<file path="src/rtl/regfile_pkg.sv">
// Shared register-file constants and types for the write-port arbiter and its users.
package regfile_pkg;

  localparam int REG_ADDR_W = 5;
  localparam int REG_DATA_W = 32;
  localparam int NUM_REGS   = 32;
  localparam int ZERO_REG   = 0;

  typedef logic [REG_ADDR_W-1:0] reg_addr_t;
  typedef logic [REG_DATA_W-1:0] reg_data_t;

endpackage

</file>
<file path="src/rtl/rr_arbiter.sv">
// Round-robin arbiter: one-hot grant scanning from last+1, pointer moves only on a handshake.
module rr_arbiter #(
  parameter int N = 2
) (
  input  logic                 clock,
  input  logic                 ctrl_reset,
  input  logic [N-1:0]         req,
  input  logic                 hs_done,
  output logic [N-1:0]         grant,
  output logic [$clog2(N)-1:0] last
);

  localparam int IDX_W = $clog2(N);

  logic [IDX_W-1:0] win_idx;
  logic [IDX_W-1:0] idx;
  logic             found;

  // NOTE: every variable gets a default at the top of always_comb so no path
  // leaves it unassigned, which is what would otherwise infer a latch.
  always_comb begin
    grant   = '0;
    win_idx = last;
    found   = 1'b0;
    idx     = '0;
    for (int k = 1; k <= N; k++) begin
      idx = IDX_W'((int'(last) + k) % N);
      if (!found && req[idx]) begin
        grant[idx] = 1'b1;
        win_idx    = idx;
        found      = 1'b1;
      end
    end
    // Nothing may handshake while reset is held.
    if (ctrl_reset) grant = '0;
  end

  // NOTE: sequential state uses non-blocking assignments so every flop samples
  // the pre-edge values regardless of process ordering.
  always_ff @(posedge clock) begin
    if (ctrl_reset)   last <= IDX_W'(N - 1);
    else if (hs_done) last <= win_idx;
  end

endmodule

</file>
<file path="src/rtl/regfile_write_arbiter.sv">
// Round-robin sharing of the regfile write port plus a pending-write scoreboard for decode stalls.
module regfile_write_arbiter
  import regfile_pkg::*;
#(
  parameter int NUM_REQ = 2,
  parameter int ADDR_W  = REG_ADDR_W,
  parameter int DATA_W  = REG_DATA_W
) (
  input  logic                      clock,
  input  logic                      ctrl_reset,
  input  logic [NUM_REQ-1:0]        req_valid,
  output logic [NUM_REQ-1:0]        req_ready,
  input  logic [NUM_REQ*ADDR_W-1:0] req_reg,
  input  logic [NUM_REQ*DATA_W-1:0] req_data,
  input  logic                      claim_valid,
  input  logic [ADDR_W-1:0]         claim_reg,
  output logic                      wr_en,
  output logic [ADDR_W-1:0]         wr_reg,
  output logic [DATA_W-1:0]         wr_data,
  output logic [NUM_REGS-1:0]       busy_mask
);

  logic [NUM_REQ-1:0]         grant;
  logic [$clog2(NUM_REQ)-1:0] last;
  logic                       hs;
  logic [ADDR_W-1:0]          sel_reg;
  logic [DATA_W-1:0]          sel_data;
  logic [NUM_REGS-1:0]        busy_next;

  rr_arbiter #(.N(NUM_REQ)) u_arb (
    .clock      (clock),
    .ctrl_reset (ctrl_reset),
    .req        (req_valid),
    .hs_done    (hs),
    .grant      (grant),
    .last       (last)
  );

  assign req_ready = grant;
  assign hs        = |(req_valid & grant);

  // Grant is one-hot, so OR-ing the masked slices is the mux.
  always_comb begin
    sel_reg  = '0;
    sel_data = '0;
    for (int i = 0; i < NUM_REQ; i++) begin
      if (grant[i]) begin
        sel_reg  = sel_reg  | req_reg[i*ADDR_W +: ADDR_W];
        sel_data = sel_data | req_data[i*DATA_W +: DATA_W];
      end
    end
  end

  // Writes to r0 still consume their slot but never enable the regfile.
  always_ff @(posedge clock) begin
    if (ctrl_reset) begin
      wr_en   <= 1'b0;
      wr_reg  <= '0;
      wr_data <= '0;
    end else begin
      wr_en <= hs && (sel_reg != ADDR_W'(ZERO_REG));
      if (hs) begin
        wr_reg  <= sel_reg;
        wr_data <= sel_data;
      end
    end
  end

  // Clear first, then set, so a same-edge claim wins over the landing write.
  always_comb begin
    busy_next = busy_mask;
    if (wr_en) busy_next[wr_reg] = 1'b0;
    if (claim_valid && claim_reg != ADDR_W'(ZERO_REG)) busy_next[claim_reg] = 1'b1;
  end

  // NOTE: the scoreboard is plain flops rather than a RAM, so it is cleared in
  // full by a single reset cycle.
  always_ff @(posedge clock) begin
    if (ctrl_reset) busy_mask <= '0;
    else            busy_mask <= busy_next;
  end

endmodule

</file>
<file path="config.mk">
export PLATFORM = sky130hd
export DESIGN_NAME = regfile_write_arbiter
export DESIGN_NICKNAME = d
export VERILOG_FILES = /design/src/rtl/regfile_pkg.sv /design/src/rtl/rr_arbiter.sv /design/src/rtl/regfile_write_arbiter.sv
export SDC_FILE = /design/constraint.sdc
export NUM_CORES = 1
export LEC_CHECK = 0
export ABC_AREA = 1
export CORE_MARGIN = 2
export CORE_UTILIZATION = 45
export DETAILED_ROUTE_END_ITERATION = 10
export DONT_BUFFER_PORTS = 1
export PLACE_DENSITY = 0.67
export SETUP_SLACK_MARGIN = 0.05
export SLEW_MARGIN = 20
export SYNTH_ARGS = -nofsm -noshare
export SYNTH_HDL_FRONTEND = slang
export SYNTH_SLANG_ARGS = --single-unit
</file>
<file path="constraint.sdc">
create_clock -name clock -period 1.13 [get_ports clock]
set_input_delay 0.226 -clock clock [delete_from_list [all_inputs] [get_ports clock]]
set_output_delay 0.226 -clock clock [all_outputs]
set_load 0.01 [all_outputs]
</file>
Word-level counts from Yosys, hierarchy flattened
Index checks and enable logic that the tools add are counted.
- register bits: 71
- bits in latches: 0
- RAM bits: 0
- memory bits (read-only): 0
- input bits: 84
- output and inout port bits: 72
- logic and storage cells: 59
- memories kept: 0
- add/subtract/negate cells: 2
- multipliers: 0
- divide/modulo/power cells: 0
- magnitude comparators: 8
- equality and inequality tests: 0
- shift operators: 0
- mux-type cells: 24
- bitwise gates (word level): 7
- reduce and logical (&&, ||, !) cells: 13
- operators with widths (operator ; count):
    $mux W32 ; 4
    $or A32 B32 Y32 ; 2
    $and A32 B32 Y32 ; 1
    $not A32 Y32 ; 1
    $lt A5 B6 Y1 const B ; 2
    $mux W1 ; 11
    $demux W1 S5 ; 2
    $ge A5 B1 Y1 const B ; 2
    $mux W5 ; 2
    $reduce_bool A5 Y1 ; 2
    $logic_and A1 B1 Y1 ; 7
    $mux W2 ; 3
    $or A5 B5 Y5 ; 1
    $lt A1 B2 Y1 const B ; 2
    $add A1 B1 Y1 const B ; 2
    $and A2 B2 Y2 ; 1
    $demux W1 S1 ; 2
    $ge A1 B1 Y1 const B ; 2
    $or A2 B2 Y2 ; 1
    $reduce_and A2 Y1 ; 1
    $reduce_bool A2 Y1 ; 1
    $reduce_or A2 Y1 ; 1
    $logic_not A1 Y1 ; 1

Depth between registers and ports, before layout
- depth in word-level cells: 14
- gate-level depth with buffers: 9
- depth with buffers taken out: 8

Cells and area by module
From an unflattened synthesis, not the netlist that was laid out.
- cells, all modules: 437
- area, all modules: 3233.1 µm²
- modules (own cells, without submodules) (module ; instances ; cells each ; area each (µm²) ; seq. area each (µm²)):
    regfile_write_arbiter ; 1 ; 426 ; 3170.5 ; 1401.3
    rr_arbiter ; 1 ; 11 ; 62.6 ; 20.0

Least setup slack after synthesis
No wires, ideal clock.
- path kind: flip-flop to flip-flop
- start point: register u_arb.last
- end point: register wr_reg[0]
- setup time: 0.110 ns
- arrival: 1.036 ns
- data required time: 1.020 ns
- slack: -0.016 ns
- cell stages (with the launch flop): 8
- buffers on the path: 1
- period minus slack after synthesis: 1.146 ns
- cells stage by stage: dfxtp_1 -> nand2_1 -> nand3_4 -> nand2_4 -> buf_2 -> nand3_1 -> nand3_1 -> inv_1
- word-level cells in the longest chain between the ends: 12
- elaborated cells between the ends (all ways): 28
- classes of those cells: add/sub (2); order compare (4); mux (14); bitwise (3); reduce/logical (5)
- RTL lines (element ; RTL line ; RTL):
    start: declaration ; rr_arbiter.sv:10 ; output logic [$clog2(N)-1:0] last
    start signal: assignment ; rr_arbiter.sv:41 ; if (ctrl_reset) last <= IDX_W'(N - 1);
    start signal: assignment ; rr_arbiter.sv:42 ; else if (hs_done) last <= win_idx;
    $add A1 B1 Y1 ; rr_arbiter.sv:27 ; idx = IDX_W'((int'(last) + k) % N);
    $lt A1 B2 Y1 (not written as such) or $ge A1 B1 Y1 (tied branches) ; rr_arbiter.sv:29 ; grant[idx] = 1'b1;
    $logic_and A1 B1 Y1 (not written as such) ; rr_arbiter.sv:29 ;
    $mux W1 (not written as such) ; rr_arbiter.sv:29 ;
    $demux W1 S1 ; n/a ;
    $mux W2 ; rr_arbiter.sv:28 ; if (!found && req[idx]) begin
    $or A2 B2 Y2 (no source line) ; n/a ;
    $mux W2 * ; rr_arbiter.sv:28 ;
    $mux W2 * ; rr_arbiter.sv:35 ; if (ctrl_reset) grant = '0;
    $mux W5 ; regfile_write_arbiter.sv:47 ; if (grant[i]) begin
    $or A5 B5 Y5 ; regfile_write_arbiter.sv:48 ; sel_reg = sel_reg | req_reg[i*ADDR_W +: ADDR_W];
    $mux W5 ; regfile_write_arbiter.sv:47 ;
    end signal: assignment ; regfile_write_arbiter.sv:63 ; wr_reg <= sel_reg;
    end: declaration ; regfile_write_arbiter.sv:18 ; output logic [ADDR_W-1:0] wr_reg,
Every way passes the cells marked *; elsewhere a longest branch is shown, timed or not. The select of a mux whose other input is x is not followed.
A chain may end at the register's enable or synchronous reset.

Worst setup path in the final report
- start point: register u_arb.last
- end point: output req_ready[0]
- word-level cells in the longest chain between the ends: 9
- elaborated cells between the ends (all ways): 23
- classes of those cells: add/sub (2); order compare (4); mux (12); bitwise (1); reduce/logical (4)
- RTL lines (element ; RTL line ; RTL):
    $add A1 B1 Y1 ; rr_arbiter.sv:27 ;
    $lt A1 B2 Y1 (not written as such) or $ge A1 B1 Y1 (tied branches) ; rr_arbiter.sv:29 ;
    $logic_and A1 B1 Y1 (not written as such) ; rr_arbiter.sv:29 ;
    $mux W1 (not written as such) ; rr_arbiter.sv:29 ;
    $demux W1 S1 ; n/a ;
    $mux W2 ; rr_arbiter.sv:28 ;
    $or A2 B2 Y2 (no source line) ; n/a ;
    $mux W2 * ; rr_arbiter.sv:28 ;
    $mux W2 * ; rr_arbiter.sv:35 ;
    end: declaration ; regfile_write_arbiter.sv:12 ; output logic [NUM_REQ-1:0] req_ready,
Marks and branches as above.

==> flow_summary_export.csv <==
group,metric,value,unit
outcome,run_status,"finished with violations",
outcome,violations,"negative hold slack, negative setup slack",
timing,clock_skew,17.14,ps
timing,fin_crit_sh,119.0,%
timing,finalSetupViolations,41,
global_route,grt.met2_usage,44.36,%
route,num_vias,3572,
yosys,yosys_warnings,0,
yosys,yosysSeqAreaShare,42.26,%
final_layout,areaGrowthSynthToFinish,36.79,%
global_route,grt_util_all_layers,25.00,%
route,first_pass_iters,5,
flow_run,maxCapViolCount,0,
route,routed_wl,10.61,mm
yosys,yosysUniqueCellTypes,20,
clock_network,insertion_delay,350,ps
timing,holdWs,-42.58,ps
clock_network,path_clk_slew,80,ps
route,vias_per_cell,5.462,
clock_network,h-tree-depth,3,
final_layout,n_antenna_cell,0,
place,dpl.hpwl,6.760,mm
global_route,gr-usage-met1,29.21,%
route,ant_nets,0,
final_layout,drive_gt1_share,27.21,%
place,place_area,0.003766,mm2
place,io_buffers,0,
final_layout,finalNonFillerCells,654,
floorplan,start_util,46.37,%
final_layout,layout.nets,634,
clock_network,cts.sinks,71,
global_route,grt_first_pass_wirelength,16.35,mm
global_route,grt_overflow,0,
floorplan,die_y,90.45,um
yosys,syn_area_per_cell,6.740,um2
global_route,grt_max_degree,68,
worst_setup_path,critPathKind,"flip-flop to output port",
clock_network,numCtsBuffers,9,
final_layout,final_common_cell,"nand2_1",
yosys,synth_cells,499,
timing,fmax,743.7,MHz
worst_setup_path,cp_max_fo,2,
place,gp_congestion,0.8319,
timing,tightest_slew,518.9,ps
place,dp.cells,613,
global_route,grt.busiest_layer,"met2",
worst_setup_path,r2r_slack,-160,ps
timing,min_period,1345,ps
timing,rsz0062_at_grt,"yes",
worst_setup_path,cp-end-kind,"output port",
timing,relSlewSlack,65.14,%
clock_network,ctsRootBufferMaster,"clkbuf_8",
floorplan,io_pins,156,
worst_setup_path,worstPathRequired,900,ps
route,drt_iter0_drc,232,
power,power_density,1285,mW/mm2
place,detailedPlace.worstSlack,10.47,ps
worst_setup_path,startpoint_type,"flip-flop",
clock_network,tritoncts,"yes",
floorplan,die_area,0.008181,mm2
route,wl_per_cell,16.23,um
floorplan,design.core.area,0.007253,mm2
worst_hold_path,hold_class,"input port to flip-flop",
worst_setup_path,crit_arrival,1120,ps
final_layout,layout_common_cells,"nand2_1 (122), inv_1 (78), dfxtp_1 (64)",
global_route,antenna_found_initial,0,
power,leakagePower,0.002074,uW
floorplan,placementRows,31,
clock_network,cts_buffer_depth,2,
route,drc,0,
yosys,ys_seq_elements,71,
global_route,use_met3,6.761,%
timing,setup_ws,-214.7,ps
final_layout,stdcell_area,0.004601,mm2
timing,slew_viol_final,0,
yosys,syn_area,0.003363,mm2
final_layout,fin_util,63.43,%
yosys,synthesis.nets,583,
power,ir_drop,0.0006365,V
floorplan,die_width,90.45,um
timing,hold_viol_final,32,
timing,setup_tns,-3683,ps
global_route,grt_pass1_vias,3356,
-- report_power, final --
part | internal, uW | total (uW) | switching (uW)
Sequential | 2650 | 2830 | 178
Clock | 814 | 1870 | 1060
Combinational | 583 | 1210 | 629
Total | 4050 | 5910 | 1860
-- area by class of cell --
cell class / count / area (um2)
Fill cell: 629 / 2653
Multi-Input combinational cell: 319 / 1773
Sequential cell: 71 / 1445
Timing Repair Buffer: 62 / 747.0
Inverter: 87 / 331.6
Clock buffer: 9 / 123.9
Tap cell: 99 / 123.9
Clock inverter: 7 / 56.30
-- kinds of logic (layout without fill, tap and decap cells) --
logic type / count (synthesis) / count (layout) / synth area share, %
and+or+nand+nor: 222 / 222 / 29.46
buffers and inverters: 109 / 165 / 12.54
DFF: 71 / 71 / 42.26
AOI/OAI and AO/OA: 97 / 97 / 15.74
-- worst paths after layout --
check | startpoint | end | cells after the start
setup / recovery | u_arb.last | req_ready[0] | 6
hold / removal | ctrl_reset | busy_mask[18] | 1
setup reg to reg | u_arb.last | wr_data[18] | 10
hold reg to reg | busy_mask[18] | busy_mask[18] | 2
-- worst max-delay path, cell delays in order, from the launching register on --
cell	delay, ps
dfxtp_2	330
inv_2	70
nand2_4	60
nand2_4	60
inv_4	40
buf_12	110
buf_6	110
-- layer usage --
layer	share of wire, %	vias to the layer above
li1	-	1731
met1	40	1648
met3	9.0	9
met2	51	184
met4	0.80	0
met5	0	-
-- repair_timing --
item                                    in CTS  in global routing
pin swaps                                   17                  9
hold endpoints to repair                    32                 32
cloned                                       6                  1
gates resized for setup                     59                 62
endpoints found under the setup margin      30                 75
setup buffers                               15                  6
-- cells in the mapped netlist (all sizes together) --
master	n	area, um2
a31oi	33	206.5
nand4	4	25.02
nand3	64	332.8
a21oi	31	155.2
nor2	4	22.52
nand2	138	535.5
dfxtp	71	1421
inv	87	326.6
clkbuf	10	37.54
o211ai	1	7.510
o21ai	32	160.2
buf	12	57.56
nor3	12	75.07
-- through the flow --
stage	power (uW)	hold WS, ps
after floorplan	3426	347.7
after global placement	3696	306.8
after detailed placement	3721	308.1
after CTS	5835	-68.91
after global routing	6193	-64.29
final	5913	-42.58
(Power assumes the default switching activity.)
